File: config.mk
export PLATFORM = sky130hd
export DESIGN_NAME = writeback_pipe
export DESIGN_NICKNAME = d
export VERILOG_FILES = /design/src/rtl/writeback_pipe.sv
export SDC_FILE = /design/constraint.sdc
export NUM_CORES = 1
export LEC_CHECK = 0
export ABC_AREA = 1
export ABC_CLOCK_PERIOD_IN_PS = 2900
export CORE_MARGIN = 8
export CORE_UTILIZATION = 52
export DETAILED_ROUTE_END_ITERATION = 6
export GPL_ROUTABILITY_DRIVEN = 1
export PLACE_DENSITY = 0.89
export SYNTH_ARGS = -nofsm -noshare
export SYNTH_HDL_FRONTEND = slang
export SYNTH_SLANG_ARGS = --single-unit
File: constraint.sdc
create_clock -name clk -period 2.9 [get_ports clk]
set_input_delay 0.29 -clock clk [delete_from_list [all_inputs] [get_ports clk]]
set_output_delay 0.29 -clock clk [all_outputs]
set_load 0.02 [all_outputs]
File: src/rtl/writeback_pipe.sv
// -----------------------------------------------------------------------------
// writeback_pipe
//
// Three-stage EX -> MEM -> WB register pipeline feeding the register-file
// write port. Loads (opcode 4'b1100) issue a read from the MEM stage and stall
// the front of the pipe until the read data arrives or a 15-cycle wait budget
// runs out. On timeout the load is dropped and MemErr pulses for one cycle.
//
// Ports
//   clk          : single clock, all state on its rising edge
//   rst          : synchronous active-high reset
//   IssueValid   : instruction presented this cycle
//   IssueOpCode  : opcode of the issued instruction
//   IssueRd      : destination register index
//   IssueRdEn    : instruction writes a register
//   AluResult    : ALU result or load address, valid with IssueValid
//   MemReq       : load read request (MEM stage holds a valid load)
//   MemAddr      : load address (MEM stage data)
//   MemAck       : read data valid this cycle
//   MemRData     : read data
//   Result       : register-file write data
//   RdIn         : register-file write index
//   RdEnIn       : register-file write enable
//   PipeHold     : upstream must hold issue; nothing is captured this cycle
//   MemErr       : one-cycle pulse after a load timeout
//
// Handshake: MemReq stays high, with MemAddr stable, until the cycle in which
// MemAck is seen high (the data in MemRData is taken at that rising edge) or
// the wait budget expires. MemAck while MemReq is low has no effect. Upstream
// treats PipeHold as ready=0: an instruction presented while PipeHold is high
// is not captured and must be presented again.
// -----------------------------------------------------------------------------
module writeback_pipe (
  input  logic        clk,
  input  logic        rst,
  input  logic        IssueValid,
  input  logic [3:0]  IssueOpCode,
  input  logic [3:0]  IssueRd,
  input  logic        IssueRdEn,
  input  logic [31:0] AluResult,
  output logic        MemReq,
  output logic [31:0] MemAddr,
  input  logic        MemAck,
  input  logic [31:0] MemRData,
  output logic [31:0] Result,
  output logic [3:0]  RdIn,
  output logic        RdEnIn,
  output logic        PipeHold,
  output logic        MemErr
);

  localparam logic [3:0] OP_LOAD  = 4'b1100;
  localparam logic [3:0] WAIT_MAX = 4'd15;

  // EX and MEM carry the opcode; WB only keeps what the register file needs.
  typedef struct packed {
    logic        valid;
    logic [3:0]  op;
    logic [3:0]  rd;
    logic        rd_en;
    logic [31:0] data;
  } stage_t;

  typedef struct packed {
    logic        valid;
    logic [3:0]  rd;
    logic        rd_en;
    logic [31:0] data;
  } wb_t;

  stage_t      ex_q;
  stage_t      mem_q;
  wb_t         wb_q;
  wb_t         wb_d;
  stage_t      issue_d;
  logic [3:0]  wait_cnt_q;
  logic        mem_err_q;
  logic        timeout;

  // ---------------------------------------------------------------------------
  // Combinational control
  // ---------------------------------------------------------------------------
  assign MemReq   = mem_q.valid && (mem_q.op == OP_LOAD);
  assign MemAddr  = mem_q.data;
  assign timeout  = MemReq && !MemAck && (wait_cnt_q == WAIT_MAX);
  assign PipeHold = MemReq && !MemAck && !timeout;

  // Fields are captured even for bubbles so that Rd/RdEn travel unchanged;
  // only the valid bit distinguishes a bubble.
  assign issue_d = '{valid: IssueValid,
                     op:    IssueOpCode,
                     rd:    IssueRd,
                     rd_en: IssueRdEn,
                     data:  AluResult};

  // Next WB contents. A stalled load sends a bubble; a timed-out load is
  // dropped entirely so no stale Rd/data reaches the register file.
  always_comb begin
    wb_d = '{valid: mem_q.valid,
             rd:    mem_q.rd,
             rd_en: mem_q.rd_en,
             data:  mem_q.data};
    if (MemReq) begin
      if (MemAck) begin
        wb_d.data = MemRData;
      end else begin
        wb_d = '0;
      end
    end
    if (PipeHold) begin
      wb_d = '0;
    end
  end

  // ---------------------------------------------------------------------------
  // Stage registers
  // ---------------------------------------------------------------------------
  always_ff @(posedge clk) begin
    if (rst) begin
      ex_q  <= '0;
      mem_q <= '0;
      wb_q  <= '0;
    end else begin
      wb_q <= wb_d;
      if (!PipeHold) begin
        ex_q  <= issue_d;
        mem_q <= ex_q;
      end
    end
  end

  // ---------------------------------------------------------------------------
  // Load wait counter and error pulse
  // ---------------------------------------------------------------------------
  // The counter only runs while stalled; any cycle that lets MEM advance
  // (no load, ack, or timeout) returns it to zero for the next load.
  always_ff @(posedge clk) begin
    if (rst) begin
      wait_cnt_q <= '0;
      mem_err_q  <= 1'b0;
    end else begin
      if (PipeHold) begin
        wait_cnt_q <= wait_cnt_q + 4'd1;
      end else begin
        wait_cnt_q <= '0;
      end
      mem_err_q <= timeout;
    end
  end

  // ---------------------------------------------------------------------------
  // Register-file write port, straight from WB
  // ---------------------------------------------------------------------------
  assign RdEnIn = wb_q.valid && wb_q.rd_en;
  assign RdIn   = wb_q.rd;
  assign Result = wb_q.data;
  assign MemErr = mem_err_q;

endmodule
==> impl_summary.md, run 1 <==
Run status
The flow ran to the end, and the final reports show no timing, DRC or antenna violations.

Global routing
The pin count of the biggest net entering global routing is a little over 80. Summed over all layers, the global routing overflow is 0. The via count of the first global-routing pass was 4423.

Global routing used between 10% and 20% of the available tracks. The initial antenna violation count is 1. The wire length of the first global-routing pass is 22100 µm.

Floorplan
From left edge to right edge, the die measures 117 µm. The number of placed I/O pins is ~150. The initial utilization of the core area, before any placement, comes to a little over half.

The core outline area is roughly 10000 µm². After floorplanning, the core was divided into 37 placement rows. The die height is between 100 and 150 µm. The floorplan step defined a die boundary enclosing 13800 µm².

Critical path
Among cell families on the critical path, the largest total delay comes from buffers and inverters. The critical path goes through ha_1, nand3_2, nand4_4, inv_2, clkdlybuf4s50_1. The largest fanout of any net on the critical path is 3.

STA puts the critical path data arrival time at between 1.5 and 2 ns. The depth of the most critical reg-to-reg path is 7. The worst setup path is launched from a register.

Together, buffers and inverters on the worst path number 2. The cell depth of the worst setup path is 5. For this design, the slowest cell found on the critical path is sky130_fd_sc_hd__clkdlybuf4s50_1.

For the worst setup path, the data required time is 2.61 ns. The category of the most critical setup path is reg2out. STA classifies the critical path endpoint as an output port. The stage delay of the slowest cell on the critical path is 0.60 ns.

Job
The max-capacitance violation count is 0.

Yosys
Summing the areas of all compound-gate instances in the mapped netlist gives ~3.2% of the synthesized area. The simple-gate area share of the yosys netlist is about a third. Averaged over all synthesized cells, the footprint is 7.95 µm². After synthesis, the most frequently instantiated cells are sky130_fd_sc_hd__nand2_1 (155), sky130_fd_sc_hd__dfxtp_1 (127), sky130_fd_sc_hd__nand3_1 (83), sky130_fd_sc_hd__nand4_1 (79), sky130_fd_sc_hd__buf_4 (75). sky130_fd_sc_hd__nand2_1 is the most common cell in the netlist. Sequential cells were found to cover 47.6% of the synthesized design area. The post-synthesis adder-cell area fraction is less than 1%. The most used flip-flop cell after synthesis is sky130_fd_sc_hd__dfxtp_1. The net count of the mapped netlist is 749. The mapped cell area is 5340 µm².

After synthesis, the share of flip-flops with an asynchronous set or reset is 0%. In this run, distinct cell masters in the synthesized netlist total 23. The portion of synthesized area spent on multiplexers is 0%. Synthesis handed over a netlist of 671 instances. By area the synthesized netlist is led by sky130_fd_sc_hd__dfxtp_1 (48%), sky130_fd_sc_hd__nand2_1 (11%), sky130_fd_sc_hd__buf_4 (11%), sky130_fd_sc_hd__nand4_1 (9.3%), sky130_fd_sc_hd__nand3_1 (7.8%). Summed over all instances, the cell type with the most area after synthesis is sky130_fd_sc_hd__dfxtp_1. Of the post-synthesis cell area, the dominant cell type holds 47.6%. The number of flops mapped to enable cells by yosys is 0.

After synthesis, the largest family of logic cells by area is simple AND/OR/NAND/NOR gates. The xor-xnor portion of the synthesized cell area is less than 1%. After synthesis the netlist holds a flip-flop and latch count of 127. During synthesis, Yosys emitted a total of 0 warnings.

Clock network
The number of resized instances in the post-cts repair step is 0. After clock tree synthesis, the flow added hold-fix buffers numbering 0. The buffer count from post-CTS setup fixing is 0. The clock buffer count from CTS is 17. The clock tree synthesis step divided the H-tree into 4 levels.

The master cell of the clock root buffer is sky130_fd_sc_hd__clkbuf_8. The longest clock path from root to sink contains 2 buffers. The later pin in the worst-skew pair is clocked with a latency of about 0.5 ns. The clock drives 127 sinks. The CTS tree is built. The clock transition time at the flip-flop clock pins of the worst setup and hold paths is 0.06 ns.

Timing
The worst-case clock skew is 0.00632 ns. The final-report hold violation count is 0. The share of the clock period used by the worst path after layout is 78.8%.

Setup repair after global routing left no endpoint under its margin. The count of pins over their slew limit is 0. For the pin with the worst max-slew slack, the measured transition is 0.815 ns.

The max-slew headroom at the worst pin is roughly 46%. After layout, the minimum clock period comes to 2.28 ns. Derived from the worst setup path, the maximum achievable clock frequency is 438 MHz.

The count of final setup violators is 0. The setup TNS is 0 ns.

Hold path
The worst hold path belongs to the class in2reg. The number of cells on the worst hold path is 3.

Route
The DRC violation total after the first TritonRoute iteration is around 440. The via density per instance is about 5.3. The total wire length after detailed routing is approximately 13000 µm. The remaining antenna violation count after routing is 0.

For this run, design rule violations remaining after detail routing come to 0. The routed layout has around 4600 vias. Before antenna repair, the detailed router went through 5 iterations. After detailed routing, the average wire length per cell comes to 15.4 µm.

Final layout
The number of antenna diodes in the final layout is 0. The relative area change from synthesis to final layout is 29.9%. The net count of the finished layout is 800. The fill cell instance count of the final layout is 761.

The utilization after layout is a little under 70%. In the final layout, the share of cells above drive strength 1 is 6.53%.

Power and ir drop
The power per cell area is 646 nW/µm². The total chip power is 4.48 mW. The leakage dissipation is 2.91 nW.

Across the VDD grid, the largest voltage drop is 0.331 mV.

Placement
The HPWL after detailed placement is 9250 µm. The global placement routability congestion is 0.818. The count of input and output buffers is roughly 150.
kinds of logic after synthesis:
| group | count (synthesis) |
|---|---|
| adders and majority gates | 1 |
| and+or+nand+nor | 367 |
| xor gates and xnor gates | 2 |
| AOI/OAI and AO/OA | 34 |
| buffers and inverters | 140 |
| DFF | 127 |
path summary, 6_finish.rpt:
| path | endpoint | startpoint | slack (ns) |
|---|---|---|---|
| worst max-delay path | PipeHold | wait_cnt_q[0]$_SDFF_PP0_ | 0.62 |
| worst min-delay path | ex_q[35]$_SDFFE_PP0N_ | IssueRd[2] | 0.35 |
| worst max register to register | MemAddr[30]$_SDFFE_PP0N_ | wait_cnt_q[0]$_SDFF_PP0_ | 0.90 |
| worst min register to register | mem_q[37]$_SDFFE_PP0N_ | ex_q[37]$_SDFFE_PP0N_ | 0.44 |
flip-flops by register name, summed over array words and instances (netlist names):
| name | count |
|---|---|
| wb_q | 2 |
| MemAddr | 32 |
| MemErr | 1 |
| Result | 32 |
| wait_cnt_q | 4 |
| ex_q | 42 |
| mem_q | 10 |
| RdIn | 4 |
metrics by stage:
| step | instances | cell area [µm²] | setup WS (ns) | hold slack (ns) |
|---|---|---|---|---|
| 2_1_floorplan | 671 | 5340 | 1.41 | 0.359 |
| 3_3_place_gp | 839 | 6290 | 0.786 | 0.420 |
| 3_5_place_dp | 839 | 6290 | 0.696 | 0.426 |
| 4_1_cts | 871 | 6930 | 0.580 | 0.326 |
| 5_1_grt | 871 | 6930 | 0.525 | 0.323 |
| 6_report | 871 | 6930 | 0.615 | 0.352 |
final cells by class:
type / instances / area [µm²] / area share, %
clock inverter: 13 / 211 / 3.05
sequential: 127 / 2540 / 36.7
tap: 136 / 170 / 2.45
timing repair buffer: 158 / 1610 / 23.2
inverter: 14 / 55.1 / 0.794
clock buffer: 19 / 432 / 6.23
multi-input combinational: 404 / 1910 / 27.6
cell usage in the layout (no fill, tap or decap), types with 3 or more instances in the layout:
cell type | netlist | layout
sky130_fd_sc_hd__nand4_1 | 79 | 79
sky130_fd_sc_hd__nand3_1 | 83 | 83
sky130_fd_sc_hd__dfxtp_1 | 127 | 127
sky130_fd_sc_hd__o21ai_1 | 3 | 3
sky130_fd_sc_hd__clkdlybuf4s50_1 | 0 | 148
sky130_fd_sc_hd__buf_12 | 0 | 4
sky130_fd_sc_hd__o21ai_0 | 29 | 29
sky130_fd_sc_hd__clkinvlp_4 | 0 | 4
sky130_fd_sc_hd__nand2_1 | 155 | 155
sky130_fd_sc_hd__buf_4 | 75 | 6
sky130_fd_sc_hd__inv_1 | 11 | 11
sky130_fd_sc_hd__bufinv_16 | 0 | 5
sky130_fd_sc_hd__clkbuf_16 | 0 | 16
sky130_fd_sc_hd__nor2_1 | 45 | 45
layer usage:
metal,GRT usage [%],vias to the layer above,share of wire [%]
li1,-,2291,-
met1,22.9,2058,42
met2,31.4,198,48
met3,6.14,31,7.1
met4,8.68,2,2.4
met5,0,-,0.067
tightest hold or removal path: stages:
cell                              delay (ns)
sky130_fd_sc_hd__clkdlybuf4s50_1        0.40
sky130_fd_sc_hd__nand3_1                0.08
sky130_fd_sc_hd__nand2_1                0.05
power breakdown:
part,switching [mW],internal [mW],total [mW]
Combinational,0.165,0.189,0.353
Clock,0.758,1.51,2.27
Sequential,0.0408,1.82,1.86
(Power assumes the default switching activity.)
==> run 2: changes to the inputs <==
Settings changed: ABC_CLOCK_PERIOD_IN_PS 2900 to 2230, CORE_UTILIZATION 52 to 48, PLACE_DENSITY 0.89 to 0.83.
Clock period 2.9 ns to 2.23 ns, I/O delays scaled along.
==> run 2 against run 1 <==
Net effect: non-clock buffer count did not move; largest cell class unchanged; core utilization fell by 5.4 points; combinational power grew 29%; die area increased by 7.2%; register-to-register slack got worse by 0.53 ns; global-route usage down 1.4 points; clock power is 11% higher; worst hold slack lost 0.070 ns; count of clock-buffer cells in the layout grew 3; clock skew up 0.0029 ns; largest power group unchanged.
==> impl_summary.md, run 2 (synthesis gave the netlist of run 1 again) <==
Floorplan
The core outline area is 10800 µm². The die height is 121 µm. In this run the core area contains 38 standard-cell rows.

The die covers approximately 15000 µm². The effective utilization at floorplan is 49.2%. From left edge to right edge, the die measures 121 µm. The number of placed I/O pins is 149.

Global routing
The initial antenna violation count is 1. The total overflow left after global routing is 0. The via count of the first global-routing pass was 4323. The wire length of the first global-routing pass is 21100 µm.

The pin count of the biggest net entering global routing is 82. In the global route stage, overall resource usage came out at 17.9%.

Critical path
The worst setup path is captured at an output port. The stage delay of the slowest cell on the critical path is 0.65 ns. The largest fanout of any net on the critical path is 4. The sort of element at the start of the critical path is a register. Among all stages on the critical path, the largest delay is contributed by sky130_fd_sc_hd__clkdlybuf4s50_1. The critical path goes through nand3_1, inv_2, clkdlybuf4s50_1. The kind of cell with the highest combined delay on the critical path is buffers and inverters. The required time reported for the critical path endpoint is 2.01 ns. The arrival time of the worst setup path is 1.87 ns.

The number of buffers and inverters on the critical path is 2. The category of the most critical setup path is reg2out.

Route
The first TritonRoute pass finished after 4 iterations. After detailed routing, the number of vias per cell comes to between 5 and 6. The topmost layer with routed signal wires is met5.

The total wire length after detailed routing is 13300 µm. The routed layout has 4500 vias. After the first detailed-routing iteration, the DRC count stood at 476. The detailed router put a total of 5610 µm of wire on met1. The remaining antenna violation count after routing is 0.

The detailed-route wire length per cell is around 15 µm. In the routed design, unresolved DRC markers number 0. The met3 wire length is 993 µm. Detailed routing placed a total of 6470 µm of wire on met2.

Final layout
Leaving out fill and tap cells, the most frequent cell in the layout is sky130_fd_sc_hd__nand2_1. The sequential cells in the finished layout cover a total of 2540 µm². The proportion of layout cells with a drive suffix above 1 is 6.00%. The relative area change from synthesis to final layout is 27.9%. The number of inserted diodes is 0. The fill cell instance count of the final layout is ~900. In the layout the commonest cells are sky130_fd_sc_hd__nand2_1 (155), sky130_fd_sc_hd__clkdlybuf4s50_1 (147), sky130_fd_sc_hd__dfxtp_1 (127), sky130_fd_sc_hd__nand3_1 (83), sky130_fd_sc_hd__nand4_1 (79). The flip-flop count of the largest register, all copies and words added is 42. The number of standard cells in the final layout excluding fillers is 873.

The net total in the final layout is 800. ex_q holds more flip-flops than any other register. In the final layout, the multi-input gates occupy 1910 µm².

Power and ir drop
The leakage dissipation is 2.89 nW. The maximum resistive drop on vdd is 0.444 mV. Overall power consumption after layout is estimated at 5.40 mW. The power per cell area is 792 nW/µm².

Timing
The worst hold margin is roughly 0.28 ns. The final-report hold violation count came to 0. The final period demand of the worst path is 2.09 ns. Setup slack closes at around 0.14 ns. The clock arrives with 0.00921 ns of skew. Setup violations remaining at the end of the flow were counted as 0.

The max-slew headroom at the worst pin is 45.6%. The count of pins over their slew limit was 0. The maximum achievable frequency is 478 MHz. Setup repair after global routing left no endpoint under its margin. For the pin with the worst max-slew slack, the measured transition is 0.815 ns.

The final critical path takes up 93.8% of the cycle. In the final timing run, aggregate negative setup slack is 0 ns.

Clock network
The maximum number of buffers from clock root to sink is 2. The number of buffers added to fix hold violations after cts is 0. The buffer count from post-CTS setup fixing is 0. In this run, CTS created clock tree buffers numbering 17. The master cell of the clock root buffer is sky130_fd_sc_hd__clkbuf_8.

The deepest level of the CTS H-tree is 4. The clock transition time at the flip-flop clock pins of the worst setup and hold paths is approximately 0.060 ns. For the worst-skew pair, the clock arrives at the later sink with an insertion delay of 0.51 ns. The CTS tree is built. For this design, the sink count on the clock tree is 127.

The number of resized instances in the post-cts repair step is 1.

Placement
The count of input and output buffers is 148. Once detailed placement completed, the half-perimeter wirelength came to 9350 µm. The instance count after placement with tap cells included is 843. Timing analysis after detailed placement gives a worst setup slack of 0.316 ns. The global placement routability congestion is 0.787.

Hold path
The class of the tightest hold or removal check is in2reg.

Job
The max-capacitance violation count is 0.

Run status
The run finished with clean final reports.
[run 2: final cells by class]
cell class | count | area share (%)
Clock buffer | 22 | 6.64
Clock inverter | 8 | 1.32
Inverter | 14 | 0.807
Multi-Input combinational cell | 404 | 28.1
Sequential cell | 127 | 37.3
Tap cell | 140 | 2.57
Timing Repair Buffer | 158 | 23.3
[run 2: where the power goes]
group | internal (mW) | switching (mW) | leakage, nW
registers | 2.36 | 0.0541 | 1.04
clock network | 1.62 | 0.909 | 0.274
logic | 0.245 | 0.212 | 1.57
total | 4.23 | 1.17 | 2.89
[run 2: worst paths after layout]
check                      startpoint                       end  slack (ns)  cells after the start
max reg2reg  wait_cnt_q[0]$_SDFF_PP0_  wait_cnt_q[0]$_SDFF_PP0_        0.37                      5
max            mem_q[41]$_SDFFE_PP0N_                    MemReq        0.14                      3
min                        IssueRd[3]     ex_q[36]$_SDFFE_PP0N_        0.28                      3
min reg2reg     ex_q[37]$_SDFFE_PP0N_    mem_q[37]$_SDFFE_PP0N_        0.45                      2
[run 2: per-stage QoR]
stage	instance area, µm²	util, %
2_1_floorplan	5340	-
3_3_place_gp	6280	57.9
3_5_place_dp	6280	57.9
4_1_cts	6820	62.9
5_1_grt	6820	62.9
6_report	6820	62.9
[run 2: worst min-delay path: cells and delay by family]
kind | cells | cell delay (ns)
buffers and inverters | 1 | 0.39
and+or+nand+nor | 2 | 0.12
[run 2: metal layers]
layer	GRT usage [%]	vias to the layer above
met4	7.79	2
met5	0	-
met1	20.8	2019
met3	6.38	24
met2	29.2	168
li1	-	2287
